## config.mk

```make
export PLATFORM = sky130hd
export DESIGN_NAME = noc_vc_fifo
export DESIGN_NICKNAME = d
export VERILOG_FILES = /design/src/rtl/noc_pkg.sv /design/src/rtl/vc_fifo_ctrl.sv /design/src/rtl/noc_vc_fifo.sv
export SDC_FILE = /design/constraint.sdc
export NUM_CORES = 1
export LEC_CHECK = 0
export CAP_MARGIN = 20
export CORE_MARGIN = 2
export CORE_UTILIZATION = 38
export DETAILED_ROUTE_END_ITERATION = 12
export SLEW_MARGIN = 20
export SYNTH_ARGS = -nofsm -noshare
export SYNTH_HDL_FRONTEND = slang
export SYNTH_SLANG_ARGS = --single-unit
```

## constraint.sdc

```tcl
create_clock -name clk -period 2.89 [get_ports clk]
set_input_delay 0.289 -clock clk [delete_from_list [all_inputs] [get_ports clk]]
set_output_delay 0.289 -clock clk [all_outputs]
set_load 0.05 [all_outputs]
```

## src/rtl/noc_pkg.sv

```systemverilog
// Shared NoC router constants: default flit width, VC count and per-VC depth,
// plus the VC index width helper used by every VC-aware block.
package noc_pkg;

  localparam int FLIT_W   = 8;
  localparam int VC_NUM   = 2;
  localparam int VC_DEPTH = 8;

  function automatic int vc_idx_w(input int num_vc);
    return (num_vc > 1) ? $clog2(num_vc) : 1;
  endfunction

  localparam int VC_IDX_W = vc_idx_w(VC_NUM);

endpackage

```

## src/rtl/vc_fifo_ctrl.sv

```systemverilog
// Pointer, flag and occupancy tracking for one virtual channel. The pointers
// carry one extra wrap bit so full and empty stay distinguishable.
module vc_fifo_ctrl
  import noc_pkg::*;
#(
  parameter int  DEPTH = VC_DEPTH,
  localparam int IDX_W = $clog2(DEPTH),
  localparam int CNT_W = IDX_W + 1
) (
  input  logic             clk,
  input  logic             rst,
  input  logic             wr_en,
  input  logic             rd_en,
  output logic [IDX_W-1:0] wr_idx,
  output logic [IDX_W-1:0] rd_idx,
  output logic             empty,
  output logic             full,
  output logic [CNT_W-1:0] count
);

  logic [CNT_W-1:0] wr_ptr_q, wr_ptr_d;
  logic [CNT_W-1:0] rd_ptr_q, rd_ptr_d;

  // Advance each pointer on its accepted operation.
  always_comb begin
    wr_ptr_d = wr_en ? (wr_ptr_q + CNT_W'(1)) : wr_ptr_q;
    rd_ptr_d = rd_en ? (rd_ptr_q + CNT_W'(1)) : rd_ptr_q;
  end

  // Pointer registers.
  always_ff @(posedge clk or negedge rst) begin
    if (!rst) begin
      wr_ptr_q <= '0;
      rd_ptr_q <= '0;
    end else begin
      wr_ptr_q <= wr_ptr_d;
      rd_ptr_q <= rd_ptr_d;
    end
  end

  assign wr_idx = wr_ptr_q[IDX_W-1:0];
  assign rd_idx = rd_ptr_q[IDX_W-1:0];
  assign empty  = (wr_ptr_q == rd_ptr_q);
  assign full   = (wr_ptr_q[IDX_W-1:0] == rd_ptr_q[IDX_W-1:0]) &&
                  (wr_ptr_q[IDX_W] != rd_ptr_q[IDX_W]);
  assign count  = wr_ptr_q - rd_ptr_q;

endmodule

```

## src/rtl/noc_vc_fifo.sv

```systemverilog
// Multi-VC input flit buffer: NUM_VC FIFOs sharing one storage array, with a
// registered read port and one upstream credit per flit read out.
module noc_vc_fifo
  import noc_pkg::*;
#(
  parameter int  DATA_W = FLIT_W,
  parameter int  DEPTH  = VC_DEPTH,
  parameter int  NUM_VC = VC_NUM,
  localparam int VC_W   = vc_idx_w(NUM_VC),
  localparam int CNT_W  = $clog2(DEPTH) + 1
) (
  input  logic                    clk,
  input  logic                    rst,
  input  logic [DATA_W-1:0]       Data_in,
  input  logic                    write,
  input  logic [VC_W-1:0]         wr_vc,
  input  logic                    read,
  input  logic [VC_W-1:0]         rd_vc,
  output logic [DATA_W-1:0]       Data_out,
  output logic                    out_valid,
  output logic [NUM_VC-1:0]       empty,
  output logic [NUM_VC-1:0]       full,
  output logic [NUM_VC*CNT_W-1:0] count,
  output logic                    credit_out,
  output logic [VC_W-1:0]         credit_vc,
  output logic                    overflow,
  output logic                    underflow
);

  localparam int IDX_W  = CNT_W - 1;
  localparam int WORDS  = NUM_VC * DEPTH;
  localparam int ADDR_W = (WORDS > 1) ? $clog2(WORDS) : 1;

  logic [DATA_W-1:0] mem_q [WORDS];
  logic [NUM_VC-1:0] wr_en_s, rd_en_s, empty_s, full_s;
  logic [IDX_W-1:0]  wr_idx_s [NUM_VC];
  logic [IDX_W-1:0]  rd_idx_s [NUM_VC];
  logic [ADDR_W-1:0] wr_addr_s, rd_addr_s;
  logic              wr_acc_s, rd_acc_s;

  logic [DATA_W-1:0] data_q, data_d;
  logic              valid_q, valid_d;
  logic              credit_q, credit_d;
  logic [VC_W-1:0]   credit_vc_q, credit_vc_d;
  logic              overflow_q, overflow_d;
  logic              underflow_q, underflow_d;

  // Per-VC accept. Out-of-range VC indices match no VC and are rejected; a
  // write into a full VC is allowed only when a same-VC read frees a slot.
  always_comb begin
    rd_en_s   = '0;
    wr_en_s   = '0;
    rd_addr_s = '0;
    wr_addr_s = '0;
    for (int v = 0; v < NUM_VC; v++) begin
      if (read && (rd_vc == VC_W'(v)) && !empty_s[v]) begin
        rd_en_s[v] = 1'b1;
        rd_addr_s  = ADDR_W'(v * DEPTH) + ADDR_W'(rd_idx_s[v]);
      end else begin
        rd_en_s[v] = 1'b0;
      end
      if (write && (wr_vc == VC_W'(v)) && (!full_s[v] || rd_en_s[v])) begin
        wr_en_s[v] = 1'b1;
        wr_addr_s  = ADDR_W'(v * DEPTH) + ADDR_W'(wr_idx_s[v]);
      end else begin
        wr_en_s[v] = 1'b0;
      end
    end
  end

  assign rd_acc_s = |rd_en_s;
  assign wr_acc_s = |wr_en_s;

  for (genvar g = 0; g < NUM_VC; g++) begin : g_vc
    vc_fifo_ctrl #(.DEPTH(DEPTH)) u_ctrl (
      .clk    (clk),
      .rst    (rst),
      .wr_en  (wr_en_s[g]),
      .rd_en  (rd_en_s[g]),
      .wr_idx (wr_idx_s[g]),
      .rd_idx (rd_idx_s[g]),
      .empty  (empty_s[g]),
      .full   (full_s[g]),
      .count  (count[g*CNT_W +: CNT_W])
    );
  end

  // Storage is not reset; the pointers alone define which words are live.
  always_ff @(posedge clk) begin
    if (wr_acc_s) begin
      mem_q[wr_addr_s] <= Data_in;
    end
  end

  // Read port, credit and sticky error next state.
  always_comb begin
    if (rd_acc_s) begin
      data_d      = mem_q[rd_addr_s];
      credit_vc_d = rd_vc;
    end else begin
      data_d      = data_q;
      credit_vc_d = credit_vc_q;
    end
    valid_d     = rd_acc_s;
    credit_d    = rd_acc_s;
    overflow_d  = overflow_q | (write & ~wr_acc_s);
    underflow_d = underflow_q | (read & ~rd_acc_s);
  end

  // Output registers.
  always_ff @(posedge clk or negedge rst) begin
    if (!rst) begin
      data_q      <= '0;
      valid_q     <= 1'b0;
      credit_q    <= 1'b0;
      credit_vc_q <= '0;
      overflow_q  <= 1'b0;
      underflow_q <= 1'b0;
    end else begin
      data_q      <= data_d;
      valid_q     <= valid_d;
      credit_q    <= credit_d;
      credit_vc_q <= credit_vc_d;
      overflow_q  <= overflow_d;
      underflow_q <= underflow_d;
    end
  end

  assign empty      = empty_s;
  assign full       = full_s;
  assign Data_out   = data_q;
  assign out_valid  = valid_q;
  assign credit_out = credit_q;
  assign credit_vc  = credit_vc_q;
  assign overflow   = overflow_q;
  assign underflow  = underflow_q;

endmodule

```

---- Word level (Yosys, flattened, before mapping) ----
Memories as Yosys holds them, arrays and structs flattened. A register that Yosys moved wholly into a read port is not among the register bits.
Cells that the tools add are included.
word-level totals
  memories kept ........................... 1
  memory bits (writable) .................. 128
  register bits after elaboration ......... 20
memory list
  memory  words  bits a word  rd ports  clocked after memory_dff  wr ports  RTL line           text
  mem_q   16     8            1         1                         1         noc_vc_fifo.sv:34  logic [DATA_W-1:0] mem_q [WORDS];
operators by class
  eq/ne operators ......................... 6
  multiplexer cells ....................... 10
  bitwise gates (word level) .............. 8
  reduce and logical (&&, ||, !) cells .... 19
  add/sub/neg operators ................... 8
operators with widths
  cell                                         number
  adder 4 x 1 -> 4 bit, second input constant  4
  logical AND 1 bit                            10
  adder 4 x 3 -> 4 bit, first input constant   2
  equality test 4 bit                          2
  2-to-1 mux 4 bit                             2
  subtractor 4 bit                             2
  equality test 3 bit                          2
  2-to-1 mux 1 bit                             6
  2-to-1 mux 3 bit                             2
  logical NOT 1 bit                            5
  inverter 1 bit                               4
  OR reduction 2 bit                           2
  AND 1 bit                                    2
  logical OR 1 bit                             2
  inequality test 1 bit                        2
  bitwise OR 1 bit                             2

---- Longest topological paths before layout ----
  word-level depth ........................ 11
  depth in mapped cells ................... 11
  depth with buffers taken out ............ 9

---- Modules after synthesis ----
From an unflattened synthesis, not the netlist that was laid out.
unflattened totals
  cell total of the unflattened synthesis .. 570
  area, all modules ....................... 7,099.3 um2
by module, submodules not included
  module        seq. area each (um2)  area each (um2)  instances  cells an instance
  noc_vc_fifo   4,144.0               6,103.4          1          472
  vc_fifo_ctrl  200.2                 498.0            2          49

---- Least setup slack after synthesis ----
Ideal clock, no wire load.
  path kind ............................... reg-to-reg
  start point ............................. register g_vc[0].u_ctrl.rd_ptr_q[1]
  end point ............................... memory mem_q[11][0] (netlist name), enable pin
  cell stages (with the launch flop) ...... 10
  arrival time ............................ 2,438 ps
  slack ................................... 82 ps
  period minus slack after synthesis ...... 2,808 ps
  cell sequence ........................... dfrtp_1 > inv_1 > ha_1 > and3_1 > a311oi_1 > clkbuf_1 > nand3_1 > a21oi_1 > a21oi_1 > nor2_1
between the ends
  word-level cells in the longest chain between the ends .. 10
ends and longest elaborated chain
  item                                    RTL line            text
  start: declaration                      vc_fifo_ctrl.sv:22  logic [CNT_W-1:0] rd_ptr_q, rd_ptr_d;
  start signal: assignment                vc_fifo_ctrl.sv:37  rd_ptr_q <= rd_ptr_d;
  equality test 4 bit                     vc_fifo_ctrl.sv:43  assign empty = (wr_ptr_q == rd_ptr_q);
  logical NOT 1 bit                       noc_vc_fifo.sv:56   if (read && (rd_vc == VC_W'(v)) && !empty_s[v]) begin
  logical AND 1 bit                       noc_vc_fifo.sv:56
  2-to-1 mux 1 bit                        noc_vc_fifo.sv:56
  logical OR 1 bit *                      noc_vc_fifo.sv:62   if (write && (wr_vc == VC_W'(v)) && (!full_s[v] || rd_en_s[v])) begin
  logical AND 1 bit *                     noc_vc_fifo.sv:62
  2-to-1 mux 1 bit                        noc_vc_fifo.sv:62
  OR reduction 2 bit                      noc_vc_fifo.sv:72   assign wr_acc_s = |wr_en_s;
  2-to-1 mux 1 bit                        noc_vc_fifo.sv:90   if (wr_acc_s) begin
  2-to-1 mux 1 bit (implied by the code)  noc_vc_fifo.sv:91   mem_q[wr_addr_s] <= Data_in;
  end: declaration                        noc_vc_fifo.sv:34
Every way passes the cells marked *; elsewhere a longest branch is shown, timed or not.

---- Worst setup path after layout ----
  start point ............................. register g_vc[1].u_ctrl.wr_ptr_q[0]
  end point ............................... output port count[6]
between the ends
  word-level cells in the longest chain between the ends .. 1
ends and longest elaborated chain
  item                      RTL line            text
  start: declaration        vc_fifo_ctrl.sv:21  logic [CNT_W-1:0] wr_ptr_q, wr_ptr_d;
  start signal: assignment  vc_fifo_ctrl.sv:36  wr_ptr_q <= wr_ptr_d;
  subtractor 4 bit          vc_fifo_ctrl.sv:46  assign count = wr_ptr_q - rd_ptr_q;
  end: declaration          noc_vc_fifo.sv:23   output logic [NUM_VC*CNT_W-1:0] count,
No other way between the ends.

==> impl_metrics.toml <==
[setup_path]
path_max_fanout = 3
regToRegSetupSlack_ns = 0.18
critPathCaptureType = "output pin"
critPathMaxStageDelay_ns = 0.82
r2r_end = "Data_out[1]"
crit_required_ns = 2.60
cp.arrival_ns = 2.43
slowest_stage = "clkdlybuf4s50_1"
path_cells = "inv_1, ha_1, fa_1, xnor2_1, clkdlybuf4s50_1"
reg2regPathDepth = 9
start_kind = "register"
r2r-start = "g_vc[0].u_ctrl.wr_ptr_q[2]"
setup.worst_path.class = "register to output pin"

[floorplan]
die_h_um = 137
die_area_um2 = 18800
io_pins = 39
die_w_um = 137
rows = 48
initial_core_util_pct = 39.0
core-area_um2 = 17300

[synthesis]
syn_inst = 408
ys_ff_latch = 156
synth_top_cell_by_area = "edfxtp_1"
synth_common_cells = "edfxtp_1 (128), mux2i_1 (48), dfrtp_1 (28)"
synthArstFlopShare_pct = 17.9
synthFlopType = "edfxtp_1"
synth.most_common_cell = "edfxtp_1"
synth_top_cell_area_share_pct = 57.0
ys_types = 49
synth_area_um2 = 6740
synth_edf_count = 128
synth_area_leaders = "edfxtp_1 (57%), dfrtp_1 (10%), mux2i_1 (7.1%)"
avgSynthCellArea_um2 = 16.5
yosysWarnings = 0
ys_seq_area_share_pct = 67.4
synth_nets = 434

[grt]
gr-total-overflow = 0
grt_max_degree = 29
first_global_vias = 3793
grt_usage_pct = 16.4
antenna_found_initial = 0
grt_pass1_wl_um = 21900

[power]
ir_worst_vdd_mv = 1.78
p_sw_mw = 3.58
seqPwrFrac_pct = 31.4
leakagePower_nw = 3.23
p_total_mw = 9.31
clockPowerShare_pct = 24.3
swShare_pct = 38.4
comb_power_share_pct = 44.3
cell_internal_pwr_mw = 5.73
power_density_nw_per_um2 = 1120

[flow_run]
drv_cap = 0

[routing]
antenna_left = 0
drt-vias-per-instance = 5.00
drtIter0Drc = 250
wirelength_um = 14100
num_vias = 3673
firstDrtPassIters = 4
route.detailed.drc = 0
wl_per_cell_um = 19.2

[final_layout]
regArea_um2 = 4540
final_cells = 735
fillerInstances = 1511
area_growth_pct = 23.2
diodes = 0
layout.nets = 523
drive_gt1_share_pct = 23.1
multi_input_area_um2 = 1980

[clock_tree]
clk_pin_slew_ns = 0.06
numCtsBuffers = 17
clock-root-buffer = "clkbuf_16"
htreeDepth = 4
clk_path_buf_depth = 2
clock_sinks = 156
tritoncts = "done"
clkLatencyLatePin_ns = 0.43

[placed_design]
gp_congestion = 0.786
dp_hpwl_um = 9280
place_inst = 698
io_buffers = 38

[sta]
period_needed_ns = 2.72
rsz0062_at_grt = "no"
max_slew_margin_pct = 54.3
maxSlewViolCount = 0
final.period_utilization_pct = 94.2
tightest_slew_ns = 0.683
fmax_mhz = 367
setup_viol = 0
finalHoldViolations = 0
finClkSkew_ns = 0.00832

[min_path]
worst_hold_path_type = "input pin to async pin"

[status]
outcome = "finished, final reports clean"
-- area by class of cell --
| type | instances | area share (%) |
|---|---|---|
| clock inverters | 15 | 2.14 |
| clock buffers | 17 | 5.12 |
| well taps | 225 | 3.39 |
| inverters | 18 | 0.814 |
| repair buffers | 89 | 10.0 |
| multi-input cells | 215 | 23.8 |
| flip-flops and latches | 156 | 54.7 |
-- registers in the layout, summed over array words and instances, names as in the netlist --
name                  cells
overflow                  1
g_vc.u_ctrl.rd_ptr_q      8
underflow                 1
credit_vc                 1
mem_q                   128
Data_out                  8
g_vc.u_ctrl.wr_ptr_q      8
credit_out                1
-- worst max-delay path by stage --
stage | startpoint | to | slack (ns) | cells past startpoint
floorplan | g_vc[0].u_ctrl.rd_ptr_q[1] | mem_q[11][0] | 0.08 | 9
global placement | rd_vc | mem_q[4][5] | 0.11 | 7
detailed placement | rd_vc | mem_q[8][6] | -0.01 | 7
CTS | g_vc[1].u_ctrl.rd_ptr_q[1] | count[7] | 0.08 | 6
global route | g_vc[1].u_ctrl.rd_ptr_q[2] | mem_q[9][1] | 0.02 | 11
finish | g_vc[1].u_ctrl.wr_ptr_q[0] | count[6] | 0.17 | 5
-- critical path, delay by kind of cell, from the launching register on --
family | cells | cell delay (ns)
xor gates and xnor gates | 1 | 0.16
adders and majority gates | 2 | 0.60
buffers and inverters | 2 | 0.90
DFF | 1 | 0.35
-- through the flow --
| step | worst slack [ns] | hold slack [ns] | util, % | area (um^2) | TNS, ns |
|---|---|---|---|---|---|
| finish | 0.168 | 0.268 | 48.0 | 8300 | 0 |
| global route | 0.0209 | 0.322 | 48.0 | 8300 | 0 |
| CTS | 0.0759 | 0.267 | 47.7 | 8260 | 0 |
| detailed placement | -0.0110 | 0.447 | 44.2 | 7650 | -0.0822 |
| global placement | 0.105 | 0.443 | 44.2 | 7650 | 0 |
| floorplan | 0.0822 | -0.00659 | - | 6740 | 0 |
-- kinds of logic after synthesis --
logic type	Yosys count	synth area share, %
flops	156	67.4
simple gates	73	5.29
buf+inv	37	3.40
fa+ha+maj	12	2.45
mux	66	12.7
compound gates	45	6.18
xor+xnor	19	2.58
-- power groups by stage --
stage	combinational [mW]	sequential [mW]	clock (mW)
6_report	4.12	2.93	2.26
5_1_grt	4.43	2.96	2.40
4_1_cts	4.14	2.93	2.32
3_5_place_dp	4.13	2.97	0
3_3_place_gp	4.09	2.96	0
2_1_floorplan	2.57	3.22	0
-- timing repair --
action                                  CTS  global route
pin swaps                                 0             1
resized for setup                         1             5
hold buffers                              0             0
endpoints found under the setup margin    8            75
setup buffers                             0             5
-- placed cells by master (no fill, tap or decap), drive strengths merged, types with 2 or more instances in the layout --
| master | netlist | layout |
|---|---|---|
| a2111oi | 2 | 2 |
| a211oi | 4 | 4 |
| a21o | 4 | 4 |
| a21oi | 8 | 8 |
| a221o | 2 | 2 |
| a221oi | 6 | 6 |
| and2 | 4 | 4 |
| and3 | 5 | 5 |
| buf | 15 | 51 |
| bufinv | 0 | 2 |
| clkbuf | 4 | 17 |
| clkdlybuf4s50 | 0 | 37 |
| clkinv | 0 | 4 |
| clkinvlp | 0 | 2 |
| dfrtp | 28 | 28 |
| edfxtp | 128 | 128 |
| fa | 2 | 2 |
| ha | 10 | 10 |
| inv | 18 | 25 |
| mux2 | 3 | 3 |
| mux2i | 48 | 48 |
| mux4 | 15 | 15 |
| nand2 | 15 | 15 |
| nand2b | 3 | 3 |
| nand3 | 9 | 9 |
| nor2 | 25 | 25 |
| nor2b | 6 | 6 |
| nor3 | 3 | 3 |
| o21ai | 10 | 10 |
| xnor2 | 14 | 14 |
| xor2 | 5 | 5 |
-- layer usage --
metal	vias up	wire length [um]	global-route usage [%]
met1	1831	6510	22.9
li1	1745	-	-
met2	89	6710	25.2
met5	-	0	0
met3	8	803	4.05
met4	0	120	5.44
Power figures use the tool's default switching activity.
